## src/rtl/hpdcache_pkg.sv

```systemverilog
// Shared HPDcache request types and CMO sub-operation encodings.
// The CMO sub-operation travels in the request size field (3 bits).
package hpdcache_pkg;

  typedef logic [1:0] hpdcache_req_sid_t;
  typedef logic [5:0] hpdcache_req_tid_t;

  typedef logic [2:0] hpdcache_req_cmo_t;

  localparam hpdcache_req_cmo_t HPDCACHE_REQ_CMO_PREFETCH    = 3'h1;
  localparam hpdcache_req_cmo_t HPDCACHE_REQ_CMO_INVAL_NLINE = 3'h2;
  localparam hpdcache_req_cmo_t HPDCACHE_REQ_CMO_INVAL_ALL   = 3'h4;

endpackage

```

## src/rtl/hpdcache_cmo_handler.sv

```systemverilog
// CMO request handler: decodes the sub-operation of one cache-maintenance
// request at a time and drives directory lookup/invalidate and prefetch.
// Optional feature macro: HPDCACHE_CMO_PREFETCH_EN (when undefined, PREFETCH
// is treated as a no-op and the prefetch port is tied off).
//
// Handshakes: every valid/strobe output (dir_check_o, dir_inval_o, pf_valid_o)
// is held with stable payload until its ready (dir_ready_i / pf_ready_i) is
// seen high on a rising edge; a transfer happens on exactly that edge.
// req_ready_o is high only in IDLE, so one request is in flight at a time.
module hpdcache_cmo_handler
  import hpdcache_pkg::*;
#(
  parameter int unsigned NSETS   = 64,
  parameter int unsigned NWAYS   = 4,
  parameter int unsigned NLINE_W = 26,
  parameter int unsigned SET_W   = $clog2(NSETS)
) (
  input  logic                 clk_i,
  input  logic                 rst_ni,
  input  logic                 req_valid_i,
  output logic                 req_ready_o,
  input  logic [2:0]           req_cmo_i,
  input  logic [NLINE_W-1:0]   req_nline_i,
  input  hpdcache_req_sid_t    req_sid_i,
  input  hpdcache_req_tid_t    req_tid_i,
  input  logic                 req_need_rsp_i,
  output logic                 dir_check_o,
  output logic [NLINE_W-1:0]   dir_check_nline_o,
  input  logic [NWAYS-1:0]     dir_hit_way_i,
  output logic                 dir_inval_o,
  output logic [SET_W-1:0]     dir_inval_set_o,
  output logic [NWAYS-1:0]     dir_inval_way_o,
  input  logic                 dir_ready_i,
  output logic                 pf_valid_o,
  input  logic                 pf_ready_i,
  output logic [NLINE_W-1:0]   pf_nline_o,
  output logic                 rsp_valid_o,
  output hpdcache_req_sid_t    rsp_sid_o,
  output hpdcache_req_tid_t    rsp_tid_o,
  output logic                 busy_o,
  output logic [2:0]           dbg_state_o
);

  typedef enum logic [2:0] {
    ST_IDLE     = 3'd0,
    ST_CHECK    = 3'd1,
    ST_WAIT_HIT = 3'd2,
    ST_INVAL    = 3'd3,
    ST_WALK     = 3'd4,
    ST_PREFETCH = 3'd5,
    ST_RSP      = 3'd6
  } state_t;

  state_t             state_q, state_d;
  logic [NLINE_W-1:0] nline_q;
  hpdcache_req_sid_t  sid_q;
  hpdcache_req_tid_t  tid_q;
  logic               need_rsp_q;
  logic [NWAYS-1:0]   way_q;
  logic [SET_W-1:0]   cnt_q;

  logic accept;
  logic done;
  logic rsp_req;

  // A no-op finishes in IDLE itself, before need_rsp has been latched.
  assign rsp_req = (state_q == ST_IDLE) ? req_need_rsp_i : need_rsp_q;

`ifndef HPDCACHE_CMO_PREFETCH_EN
  logic unused_pf_ready;
  assign unused_pf_ready = pf_ready_i;
`endif

  // Next-state decode and all handshake outputs, derived from the current state.
  always_comb begin
    state_d           = state_q;
    accept            = 1'b0;
    done              = 1'b0;
    req_ready_o       = 1'b0;
    dir_check_o       = 1'b0;
    dir_check_nline_o = '0;
    dir_inval_o       = 1'b0;
    dir_inval_set_o   = '0;
    dir_inval_way_o   = '0;
    pf_valid_o        = 1'b0;
    pf_nline_o        = '0;
    rsp_valid_o       = 1'b0;
    rsp_sid_o         = '0;
    rsp_tid_o         = '0;

    unique case (state_q)
      ST_IDLE: begin
        req_ready_o = 1'b1;
        if (req_valid_i) begin
          accept = 1'b1;
          if (req_cmo_i == HPDCACHE_REQ_CMO_INVAL_NLINE) begin
            state_d = ST_CHECK;
          end else if (req_cmo_i == HPDCACHE_REQ_CMO_INVAL_ALL) begin
            state_d = ST_WALK;
          end else if (req_cmo_i == HPDCACHE_REQ_CMO_PREFETCH) begin
`ifdef HPDCACHE_CMO_PREFETCH_EN
            state_d = ST_PREFETCH;
`else
            done = 1'b1;
`endif
          end else begin
            // clean/flush codes are accepted and completed without action
            done = 1'b1;
          end
        end
      end
      ST_CHECK: begin
        dir_check_o       = 1'b1;
        dir_check_nline_o = nline_q;
        if (dir_ready_i) state_d = ST_WAIT_HIT;
      end
      ST_WAIT_HIT: begin
        if (|dir_hit_way_i) state_d = ST_INVAL;
        else                done    = 1'b1;
      end
      ST_INVAL: begin
        dir_inval_o     = 1'b1;
        dir_inval_set_o = nline_q[SET_W-1:0];
        dir_inval_way_o = way_q;
        if (dir_ready_i) done = 1'b1;
      end
      ST_WALK: begin
        dir_inval_o     = 1'b1;
        dir_inval_set_o = cnt_q;
        dir_inval_way_o = '1;
        if (dir_ready_i && (cnt_q == SET_W'(NSETS - 1))) done = 1'b1;
      end
      ST_PREFETCH: begin
`ifdef HPDCACHE_CMO_PREFETCH_EN
        pf_valid_o = 1'b1;
        pf_nline_o = nline_q;
        if (pf_ready_i) done = 1'b1;
`else
        done = 1'b1;
`endif
      end
      ST_RSP: begin
        rsp_valid_o = 1'b1;
        rsp_sid_o   = sid_q;
        rsp_tid_o   = tid_q;
        state_d     = ST_IDLE;
      end
      default: state_d = ST_IDLE;
    endcase

    if (done) state_d = rsp_req ? ST_RSP : ST_IDLE;
  end

  // State register; reset aborts any operation in flight.
  always_ff @(posedge clk_i or negedge rst_ni) begin
    if (!rst_ni) state_q <= ST_IDLE;
    else         state_q <= state_d;
  end

  // Request fields, sampled hit way and set-walk counter.
  always_ff @(posedge clk_i or negedge rst_ni) begin
    if (!rst_ni) begin
      nline_q    <= '0;
      sid_q      <= '0;
      tid_q      <= '0;
      need_rsp_q <= 1'b0;
      way_q      <= '0;
      cnt_q      <= '0;
    end else begin
      if (accept) begin
        nline_q    <= req_nline_i;
        sid_q      <= req_sid_i;
        tid_q      <= req_tid_i;
        need_rsp_q <= req_need_rsp_i;
        if (req_cmo_i == HPDCACHE_REQ_CMO_INVAL_ALL) cnt_q <= '0;
      end
      if (state_q == ST_WAIT_HIT) way_q <= dir_hit_way_i;
      // wraps to 0 after the last set since NSETS is a power of two
      if ((state_q == ST_WALK) && dir_ready_i) cnt_q <= cnt_q + 1'b1;
    end
  end

  assign busy_o      = (state_q != ST_IDLE);
  assign dbg_state_o = state_q;

endmodule

```

## config.mk

```make
export PLATFORM = sky130hd
export DESIGN_NAME = hpdcache_cmo_handler
export DESIGN_NICKNAME = d
export VERILOG_FILES = /design/src/rtl/hpdcache_pkg.sv /design/src/rtl/hpdcache_cmo_handler.sv
export SDC_FILE = /design/constraint.sdc
export NUM_CORES = 1
export LEC_CHECK = 0
export ABC_AREA = 1
export CORE_MARGIN = 2
export CORE_UTILIZATION = 41
export CTS_BUF_LIST = sky130_fd_sc_hd__clkbuf_16
export DETAILED_ROUTE_END_ITERATION = 12
export PLACE_DENSITY = 0.87
export SLEW_MARGIN = 30
export SYNTH_ARGS = -nofsm -noshare
export SYNTH_HDL_FRONTEND = slang
export SYNTH_SLANG_ARGS = --single-unit
```

## constraint.sdc

```tcl
create_clock -name clk_i -period 1.5 [get_ports clk_i]
set_input_delay 0.15 -clock clk_i [delete_from_list [all_inputs] [get_ports clk_i]]
set_output_delay 0.15 -clock clk_i [all_outputs]
set_load 0.005 [all_outputs]
```

==> metrics, run 1 <==
Core Region 6240 sq um; Reg area 1200 sq um; Max VDD drop about 1.3 mV; CP required 1.35 ns; Sink Count 48; HPWL Detailed 4.76 mm; setup TNS -8.75 ns; type of destination of the critical path output pin; area grow syn2layout 72.8%; failing checks setup timing; Static Leak 0.00226 uW; Routed WL 8.63 mm; synth warn 0; synthesized flop and latch total 48; FF-to-FF path depth 10; vias after detailed routing approximately 2,700; CP arrival 1.53 ns; setup slack after layout -0.180 ns; first-pass GRT wire length 11.7 mm; worst hold slack approximately 0.41 ns; largest fanout on the critical path 6; Mapped Area about 2600 sq um; ANT nets after route 0; Final Cell Area between 4000 and 5000 sq um; num ports roughly 130; total power 8450 uW; Residual DRC 0; Final setup viols 83; Crit Path Class reg2out; skew final 0.00255 ns; drt initial violations 105; share of layout cells above drive strength 1 a little over a third; Post-DP Area 3670 sq um; final slew viol count 0; max cap viols 0; Filler Cell Count 450; post-route minimum period 1.68 ns; most frequent cells in the layout nand2_1, inv_1, dfrtp_1; CTS max path bufs 2; TritonCTS Buffers 5; Final GP Congestion 0.856; pin count of the biggest net entering global routing 49; total track usage 20.8%; initial antenna violation count 0; worst stage delay on the critical path 0.43 ns; multi-input logic area 1290 sq um; diode count 0; Syn Inst Count 342; pre-CTS WS -0.222 ns; RSZ-0062 raised after global routing true; initial core utilization 41.8%; clk slew on worst S/H paths 0.06 ns; Worst-Skew Late Latency 0.28 ns; CP Cell Sequence buf_6 -> nand3_4 -> buf_6 -> buf_6 -> buf_6 -> nor2_1 -> buf_2; Fmax 0.595 GHz; Critical Path Most Common Cell buf_6; Syn Area/Cell 7.63 sq um; IO Port Bufs 97; # rows 29; Hold Vio Cnt, Final 0; vias in the first global route 2,505; wire per inst 15.2 um; htree depth 2; Via density 4.80; post-synthesis sequential area ratio 46.0%; outcome finished, violations left; library cells used by synthesis 26; hold crit path type in2async; width of the die 83.8 um; startpoint type of the worst setup path flip-flop; clock root cell clkbuf_16; fin nets 536; commonest non-fill, non-tap cell in the layout nand2_1; CTS tree done; 1st-pass router iterations 4; die area 7020 sq um; pwr/cell area 1870 nW/um^2; CP max stage cell dfrtp_2; total grt overflow 0; crit share post-route 112%; Die Ht 83.8 um
==> flip-flops by register name, indices dropped and copies added (netlist names) <==
register     count
nline_q         26
cnt_q            6
tid_q            6
way_q            4
dbg_state_o      3
sid_q            2
need_rsp_q       1
==> cell type report <==
cell class,count,area share (%)
multi-input cells,224,28.7
repair inverters,1,0.361
clock buffers,5,2.77
repair buffers,152,33.0
flip-flops and latches,48,26.7
well taps,77,2.14
clock inverters,3,0.943
inverters,56,5.41
==> per-layer routing <==
| layer | GRT usage (%) | vias to the layer above | share of wire, % |
|---|---|---|---|
| met5 | 0 | - | 0 |
| met4 | 5.43 | 0 | 1.6 |
| met3 | 3.36 | 15 | 4.5 |
| met2 | 37.2 | 100 | 54 |
| met1 | 26.1 | 1302 | 40 |
| li1 | - | 1298 | - |
==> worst max-delay path: cells and delay by family (launching register included) <==
family	cells	cell delay, ns
DFF	1	0.43
and+or+nand+nor	2	0.18
buffers and inverters	5	0.63
==> metrics by stage <==
step	utilization [%]	instances
after CTS	66.7	556
after detailed placement	58.9	520
after global routing	72.3	566
final	72.3	566
after floorplan	-	368
after global placement	58.9	520
==> final timing paths <==
| path | startpoint | endpoint | slack, ns |
|---|---|---|---|
| worst max register to register | dbg_state_o[0]$_DFFE_PN0P_ | nline_q[11]$_DFFE_PN0P_ | -0.17 |
| worst min-delay path | rst_ni | nline_q[21]$_DFFE_PN0P_ | 0.41 |
| worst min register to register | cnt_q[5]$_DFFE_PN0P_ | cnt_q[5]$_DFFE_PN0P_ | 0.50 |
| max in group asynchronous | rst_ni | dbg_state_o[0]$_DFFE_PN0P_ | 0.85 |
| min in group clk_i | req_nline_i[17] | nline_q[17]$_DFFE_PN0P_ | 0.41 |
| worst max-delay path | dbg_state_o[0]$_DFFE_PN0P_ | dir_check_nline_o[11] | -0.18 |
==> report_power, final <==
| part | switching (uW) | leakage [uW] | internal, uW |
|---|---|---|---|
| logic | 2630 | 0.00159 | 2410 |
| registers | 247 | 0.000591 | 1910 |
| clock network | 469 | 0.0000814 | 783 |
| total | 3350 | 0.00226 | 5100 |
==> cells in the mapped netlist, drive strengths merged <==
library cell  number  area [sq um]
nand2             65           262
inv               56           210
nor2              53           211
dfrtp             48          1200
o21ai             47           239
buf               39           265
nand3             14          80.1
o22ai              7          43.8
a21oi              4          20.0
nand3b             3          35.0
clkbuf             1          3.75
conb               1          3.75
ha                 1          12.5
nor3               1          5.00
xnor2              1          8.76
xor2               1          8.76
==> what timing repair did <==
action                                  in CTS  in global routing
setup buffers                               24                  5
hold endpoints to repair                    48                  0
pin swaps                                    8                  7
resized for setup                          265                 76
hold buffers                                 1                  0
cloned                                       3                  9
endpoints found under the setup margin      70                 93
==> kinds of logic after synthesis <==
| logic type | count (synthesis) | share of synthesized area, % |
|---|---|---|
| xor gates and xnor gates | 2 | 0.671 |
| adders and majority gates | 1 | 0.479 |
| DFF | 48 | 46.0 |
| and+or+nand+nor | 136 | 22.7 |
| AOI/OAI and AO/OA | 58 | 11.6 |
| other | 1 | 0.144 |
| buffers and inverters | 96 | 18.4 |
(Power assumes the default switching activity.)
==> inputs of run 2 (changes only) <==
--- a/config.mk
+++ b/config.mk
@@ -11,7 +11,8 @@
 export CTS_BUF_LIST = sky130_fd_sc_hd__clkbuf_16
 export DETAILED_ROUTE_END_ITERATION = 12
 export PLACE_DENSITY = 0.87
-export SLEW_MARGIN = 30
+export SLEW_MARGIN = 20
 export SYNTH_ARGS = -nofsm -noshare
 export SYNTH_HDL_FRONTEND = slang
 export SYNTH_SLANG_ARGS = --single-unit
+export TNS_END_PERCENT = 1
==> metrics, run 2 (synthesized netlist as in run 1, its figures left out) <==
startpoint type of the worst setup path flip-flop; vias in the first global route 2,416 (-3.6%); HPWL Detailed 4.76 mm (unchanged); Final Cell Area 3970 sq um (-12%); Worst-Skew Late Latency 0.28 ns (about the same); initial antenna violation count 0 (unchanged); pin count of the biggest net entering global routing 49 (unchanged); pwr/cell area 1790 nW/um^2 (-4.4%); Residual DRC 0 (unchanged); total grt overflow 0 (unchanged); num ports 126 (unchanged); Via density 4.61 (-3.8%); setup slack after layout -0.102 ns (+0.0775 ns); initial core utilization 41.8% (unchanged); clock power share 17.4% (+2.6 points); CP max stage cell dfrtp_1; die area 7020 sq um (unchanged); width of the die 83.8 um (unchanged); Sink Count 48 (unchanged); total power 7120 uW (-16%); Routed WL 6.96 mm (-19%); CTS tree done; buffers and inverters on the worst path 3 (-2); biggest regs nline_q x26, cnt_q x6, tid_q x6; post-route minimum period 1.60 ns (-0.0775 ns); IO Port Bufs 97 (unchanged); area grow syn2layout 52.3%; hold crit path type in2async; TritonCTS Buffers 5 (unchanged); CP required 1.35 ns (about the same); critical path's top delay family buffers and inverters; final slew viol count 0 (unchanged); Psw 2750 uW (-18%); Static Leak 0.00205 uW (-9.4%); commonest non-fill, non-tap cell in the layout nand2_1; Hold Vio Cnt, Final 0 (unchanged); drt initial violations 113 (+7.6%); CP Cell Sequence buf_4 -> nand3_1 -> buf_6 -> o21ai_1 -> dlygate4sd2_1; failing checks setup timing; Inst Count DP 520 (unchanged); Met2 Wirelength 3.49 mm (-25%); Sw Share 38.7% (-0.94 points); Most flops, register nline_q; max cap viols 0 (unchanged); outcome finished, violations left; clk slew on worst S/H paths 0.06 ns (about the same); first-pass GRT wire length 11.1 mm (-5.5%); uppermost routed layer met4; DR WL met3 414 um (+7.0%); Core Region 6240 sq um (unchanged); total track usage 19.2% (-1.6 points); Max VDD drop 1.04 mV (-20%); skew final 0.00337 ns (+0.000827 ns); fin cells 544 (-3.9%); register share of total power 30.1% (+4.6 points); CP arrival 1.45 ns (-0.08 ns); type of destination of the critical path output pin; Final setup viols 65 (-22%); most frequent cells in the layout nand2_1, inv_1, dfrtp_1; vias after detailed routing 2,510 (-7.6%); htree depth 2 (unchanged); 1st-pass router iterations 5 (+1); clock root cell clkbuf_16; Final GP Congestion 0.856 (unchanged); Crit Path Class reg2out; CTS max path bufs 2 (unchanged); share of layout cells above drive strength 1 28.5% (-7.3 points); Filler Cell Count 518 (+15%); Die Ht 83.8 um (unchanged); fin nets 514 (-4.1%); worst stage delay on the critical path 0.41 ns (-0.02 ns); crit share post-route 107% (-5.2 points); Logic pwr share 52.5% (-7.1 points); Metal-1 WL 3.00 mm (-14%); Fmax 0.624 GHz (+4.8%); # rows 29 (unchanged); final core occ 63.7% (-8.6 points); ANT nets after route 0 (unchanged); RSZ-0062 raised after global routing true; max FFs per register 26 (unchanged); internal power 4370 uW (-14%); largest fanout on the critical path 12 (+6); wire per inst 12.8 um (-16%); diode count 0 (unchanged); reg2reg setup slack -0.07 ns (+0.10 ns); Post-DP Area 3670 sq um (unchanged); worst hold slack 0.387 ns (-0.0208 ns)
run 2: per-stage QoR:
stage	TNS, ns	setup slack [ns]
finish	-2.28	-0.102
detailed placement	-3.12	-0.222
global placement	-1.41	-0.0979
floorplan	0	0.157
CTS	-2.10	-0.170
global route	-9.52	-0.172
run 2: final cells by class:
class,instances,area (sq um),share of cell area (%)
sequential,48,1200,30.3
multi-input combinational,224,1170,29.4
timing repair buffer,131,1130,28.4
inverter,56,213,5.35
clock buffer,5,125,3.15
tap,77,96.3,2.42
clock inverter,3,42.5,1.07
run 2: worst paths after layout:
kind / start / end / cells past startpoint
hold / removal: rst_ni / nline_q[17]$_DFFE_PN0P_ / 3
max in group asynchronous: rst_ni / dbg_state_o[0]$_DFFE_PN0P_ / 3
setup / recovery: dbg_state_o[1]$_DFFE_PN0P_ / dir_inval_way_o[3] / 5
min in group clk_i: req_nline_i[17] / nline_q[17]$_DFFE_PN0P_ / 3
hold reg to reg: cnt_q[5]$_DFFE_PN0P_ / cnt_q[5]$_DFFE_PN0P_ / 1
setup reg to reg: dbg_state_o[0]$_DFFE_PN0P_ / dbg_state_o[0]$_DFFE_PN0P_ / 12
run 2: repair_timing:
item | 4_1_cts | 5_1_grt
hold endpoints to repair | 48 | 0
endpoints found under the setup margin | 70 | 89
gates resized for setup | 187 | 45
pin swaps | 2 | 4
hold buffers | 1 | 0
setup buffers | 12 | 1
cloned | 1 | 1
run 2: worst reg2reg max path: stages, from the launching register on:
cell      delay (ns)
dfrtp_2         0.45
nor2_1          0.12
nand2_1         0.09
buf_6           0.13
buf_6           0.12
nor2_4          0.06
nand2_1         0.05
nand2_1         0.07
nand2_2         0.08
nand2_2         0.10
inv_2           0.06
nand3b_1        0.08
nand2_1         0.05
run 2: power by group through the flow:
| stage | Sequential (uW) | Clock, uW | Combinational (uW) |
|---|---|---|---|
| after floorplan | 2130 | 0 | 1840 |
| after global placement | 2120 | 0 | 3200 |
| after detailed placement | 2150 | 0 | 3290 |
| after CTS | 2140 | 1260 | 3480 |
| after global routing | 2200 | 1340 | 4130 |
| final | 2140 | 1240 | 3740 |
run 2: per-layer routing:
metal  vias up  GRT usage (%)
li1       1244              -
met1      1153           24.6
met2       105           33.8
met3         8           3.76
met4         0           3.96
met5         -              0
==> inputs of run 3 (changes only) <==
--- a/config.mk
+++ b/config.mk
@@ -7,10 +7,10 @@
 export LEC_CHECK = 0
 export ABC_AREA = 1
 export CORE_MARGIN = 2
-export CORE_UTILIZATION = 41
+export CORE_UTILIZATION = 30
 export CTS_BUF_LIST = sky130_fd_sc_hd__clkbuf_16
 export DETAILED_ROUTE_END_ITERATION = 12
-export PLACE_DENSITY = 0.87
+export PLACE_DENSITY = 0.68
 export SLEW_MARGIN = 20
 export SYNTH_ARGS = -nofsm -noshare
 export SYNTH_HDL_FRONTEND = slang
==> metrics, run 3 (synthesized netlist as in run 1, its figures left out) <==
outcome finished, violations left; failing checks setup timing; total power 7220 uW (+1.4%); HPWL Detailed 4.93 mm (+3.8%); Via density 4.24 (-8.1%); max cap viols 0 (unchanged); Filler Cell Count 837 (+62%); die area 9460 sq um (+35%); Critical Path Most Common Cell buf_4; RSZ-0062 raised after global routing true; share of layout cells above drive strength 1 33.0% (+4.5 points); CP arrival 1.58 ns (+0.13 ns); critical path's top delay family buffers and inverters; Crit Path Class reg2out; Core Region 8590 sq um (+38%); CTS tree done; most frequent cells in the layout nand2_1, inv_1, dfrtp_1; final core occ 48.3% (-15 points); Hold Vio Cnt, Final 0 (unchanged); Fmax 0.578 GHz (-7.4%); vias in the first global route 2,446 (+1.2%); pwr/cell area 1740 nW/um^2 (-3.0%); startpoint type of the worst setup path flip-flop; Static Leak 0.00209 uW (+2.1%); Max VDD drop 0.796 mV (-24%); fin cells 590 (+8.5%); CP required 1.35 ns (about the same); CP max stage cell dfrtp_1; Sw Share 37.7% (-0.99 points); post-route minimum period 1.73 ns (+0.129 ns); worst stage delay on the critical path 0.41 ns (about the same); final slew viol count 0 (unchanged); clock power share 16.6% (-0.8 points); Residual DRC 0 (unchanged); initial core utilization 30.4% (-11 points); commonest non-fill, non-tap cell in the layout nand2_1; CTS max path bufs 2 (unchanged); ANT nets after route 0 (unchanged); Slew HR 63.0%; 1st-pass router iterations 4 (-1); TritonCTS Buffers 5 (unchanged); # rows 34 (+17%); htree depth 2 (unchanged); max FFs per register 26 (unchanged); setup TNS -5.99 ns (-3.71 ns); Worst-Skew Late Latency 0.28 ns (about the same); register share of total power 29.1% (-1.0 points); clk slew on worst S/H paths 0.06 ns (about the same); buffers and inverters on the worst path 6 (+3); pre-CTS WS -0.186 ns (+0.0358 ns); internal power 4500 uW (+3.0%); num ports 126 (unchanged); Inst Count DP 557 (+7.1%); fin nets 531 (+3.3%); clock root cell clkbuf_16; Final setup viols 53 (-18%); diode count 0 (unchanged); skew final 0.00718 ns (+0.00381 ns); initial antenna violation count 0 (unchanged); drt initial violations 53 (-53%); total track usage 14.3% (-4.9 points); first-pass GRT wire length 11.2 mm (+0.99%); width of the die 97.3 um (+16%); wire per inst 11.9 um (-6.9%); hold crit path type in2async; largest fanout on the critical path 4 (-8); Tightest Pin Transition 0.554 ns; setup slack after layout -0.231 ns (-0.129 ns); Psw 2720 uW (-1.2%); total grt overflow 0 (unchanged); Final GP Congestion 0.828 (-3.2%); IO Port Bufs 97 (unchanged); type of destination of the critical path output pin; Routed WL 7.03 mm (+1.0%); Sink Count 48 (unchanged); Logic pwr share 54.3% (+1.8 points); Die Ht 97.3 um (+16%); CP Cell Sequence inv_2 -> buf_4 -> nand3_4 -> buf_8 -> buf_6 -> buf_4 -> nor2_2 -> buf_2; vias after detailed routing 2,503 (-0.28%); pin count of the biggest net entering global routing 46 (-6.1%); area grow syn2layout 59.1%; crit share post-route 115% (+8.6 points); Most flops, register nline_q; biggest regs nline_q x26, cnt_q x6, tid_q x6
-- run 3: metrics by stage --
step | cell area, sq um | hold slack (ns)
finish | 4150 | 0.392
floorplan | 2710 | -0.146
global route | 4150 | 0.433
detailed placement | 3740 | 0.170
CTS | 4050 | 0.415
global placement | 3740 | 0.169
-- run 3: worst paths after layout --
check	from	endpoint	slack, ns	depth (start not counted)
min	rst_ni	nline_q[11]$_DFFE_PN0P_	0.39	2
max	dbg_state_o[1]$_DFFE_PN0P_	dir_check_nline_o[6]	-0.23	8
max reg2reg	dbg_state_o[1]$_DFFE_PN0P_	dbg_state_o[0]$_DFFE_PN0P_	-0.15	10
max in group asynchronous	rst_ni	nline_q[3]$_DFFE_PN0P_	0.57	3
min in group clk_i	req_tid_i[1]	tid_q[1]$_DFFE_PN0P_	0.42	3
min reg2reg	cnt_q[5]$_DFFE_PN0P_	cnt_q[5]$_DFFE_PN0P_	0.48	1
-- run 3: metal layers --
metal  part of all wire (%)  GRT usage, %
met3                    6.3          3.67
met5                      0             0
met1                     44          18.5
met2                     49          24.6
met4                   0.47          2.35
-- run 3: final cells by class --
cell class | instances | area, sq um | area share, %
clock inverters | 1 | 30.0 | 0.723
well taps | 108 | 135 | 3.25
flip-flops and latches | 48 | 1200 | 28.9
inverters | 56 | 215 | 5.18
multi-input cells | 224 | 1170 | 28.2
repair buffers | 148 | 1280 | 30.7
clock buffers | 5 | 125 | 3.01
-- run 3: worst reg2reg max path, cell delays in order, from the launching register on --
cell	delay (ns)
dfrtp_1	0.41
buf_4	0.14
buf_4	0.13
nand3_2	0.07
buf_6	0.16
nand2_2	0.07
buf_4	0.13
nor2_4	0.12
nand3b_4	0.11
nand3b_1	0.18
nand2_1	0.07
-- run 3: power groups by stage --
stage | logic (uW) | registers (uW) | clock network, uW
floorplan | 1840 | 2130 | 0
global placement | 3320 | 2120 | 0
detailed placement | 3390 | 2130 | 0
CTS | 3710 | 2100 | 1240
global route | 4380 | 2170 | 1280
finish | 3920 | 2100 | 1200
-- run 3: repair_timing --
| action | 4_1_cts | 5_1_grt |
|---|---|---|
| pin swaps | 2 | 5 |
| endpoints found under the setup margin | 62 | 82 |
| hold buffers | 1 | 0 |
| cloned | 1 | 0 |
| setup buffers | 21 | 4 |
| hold endpoints to repair | 23 | 0 |
| gates resized for setup | 200 | 48 |
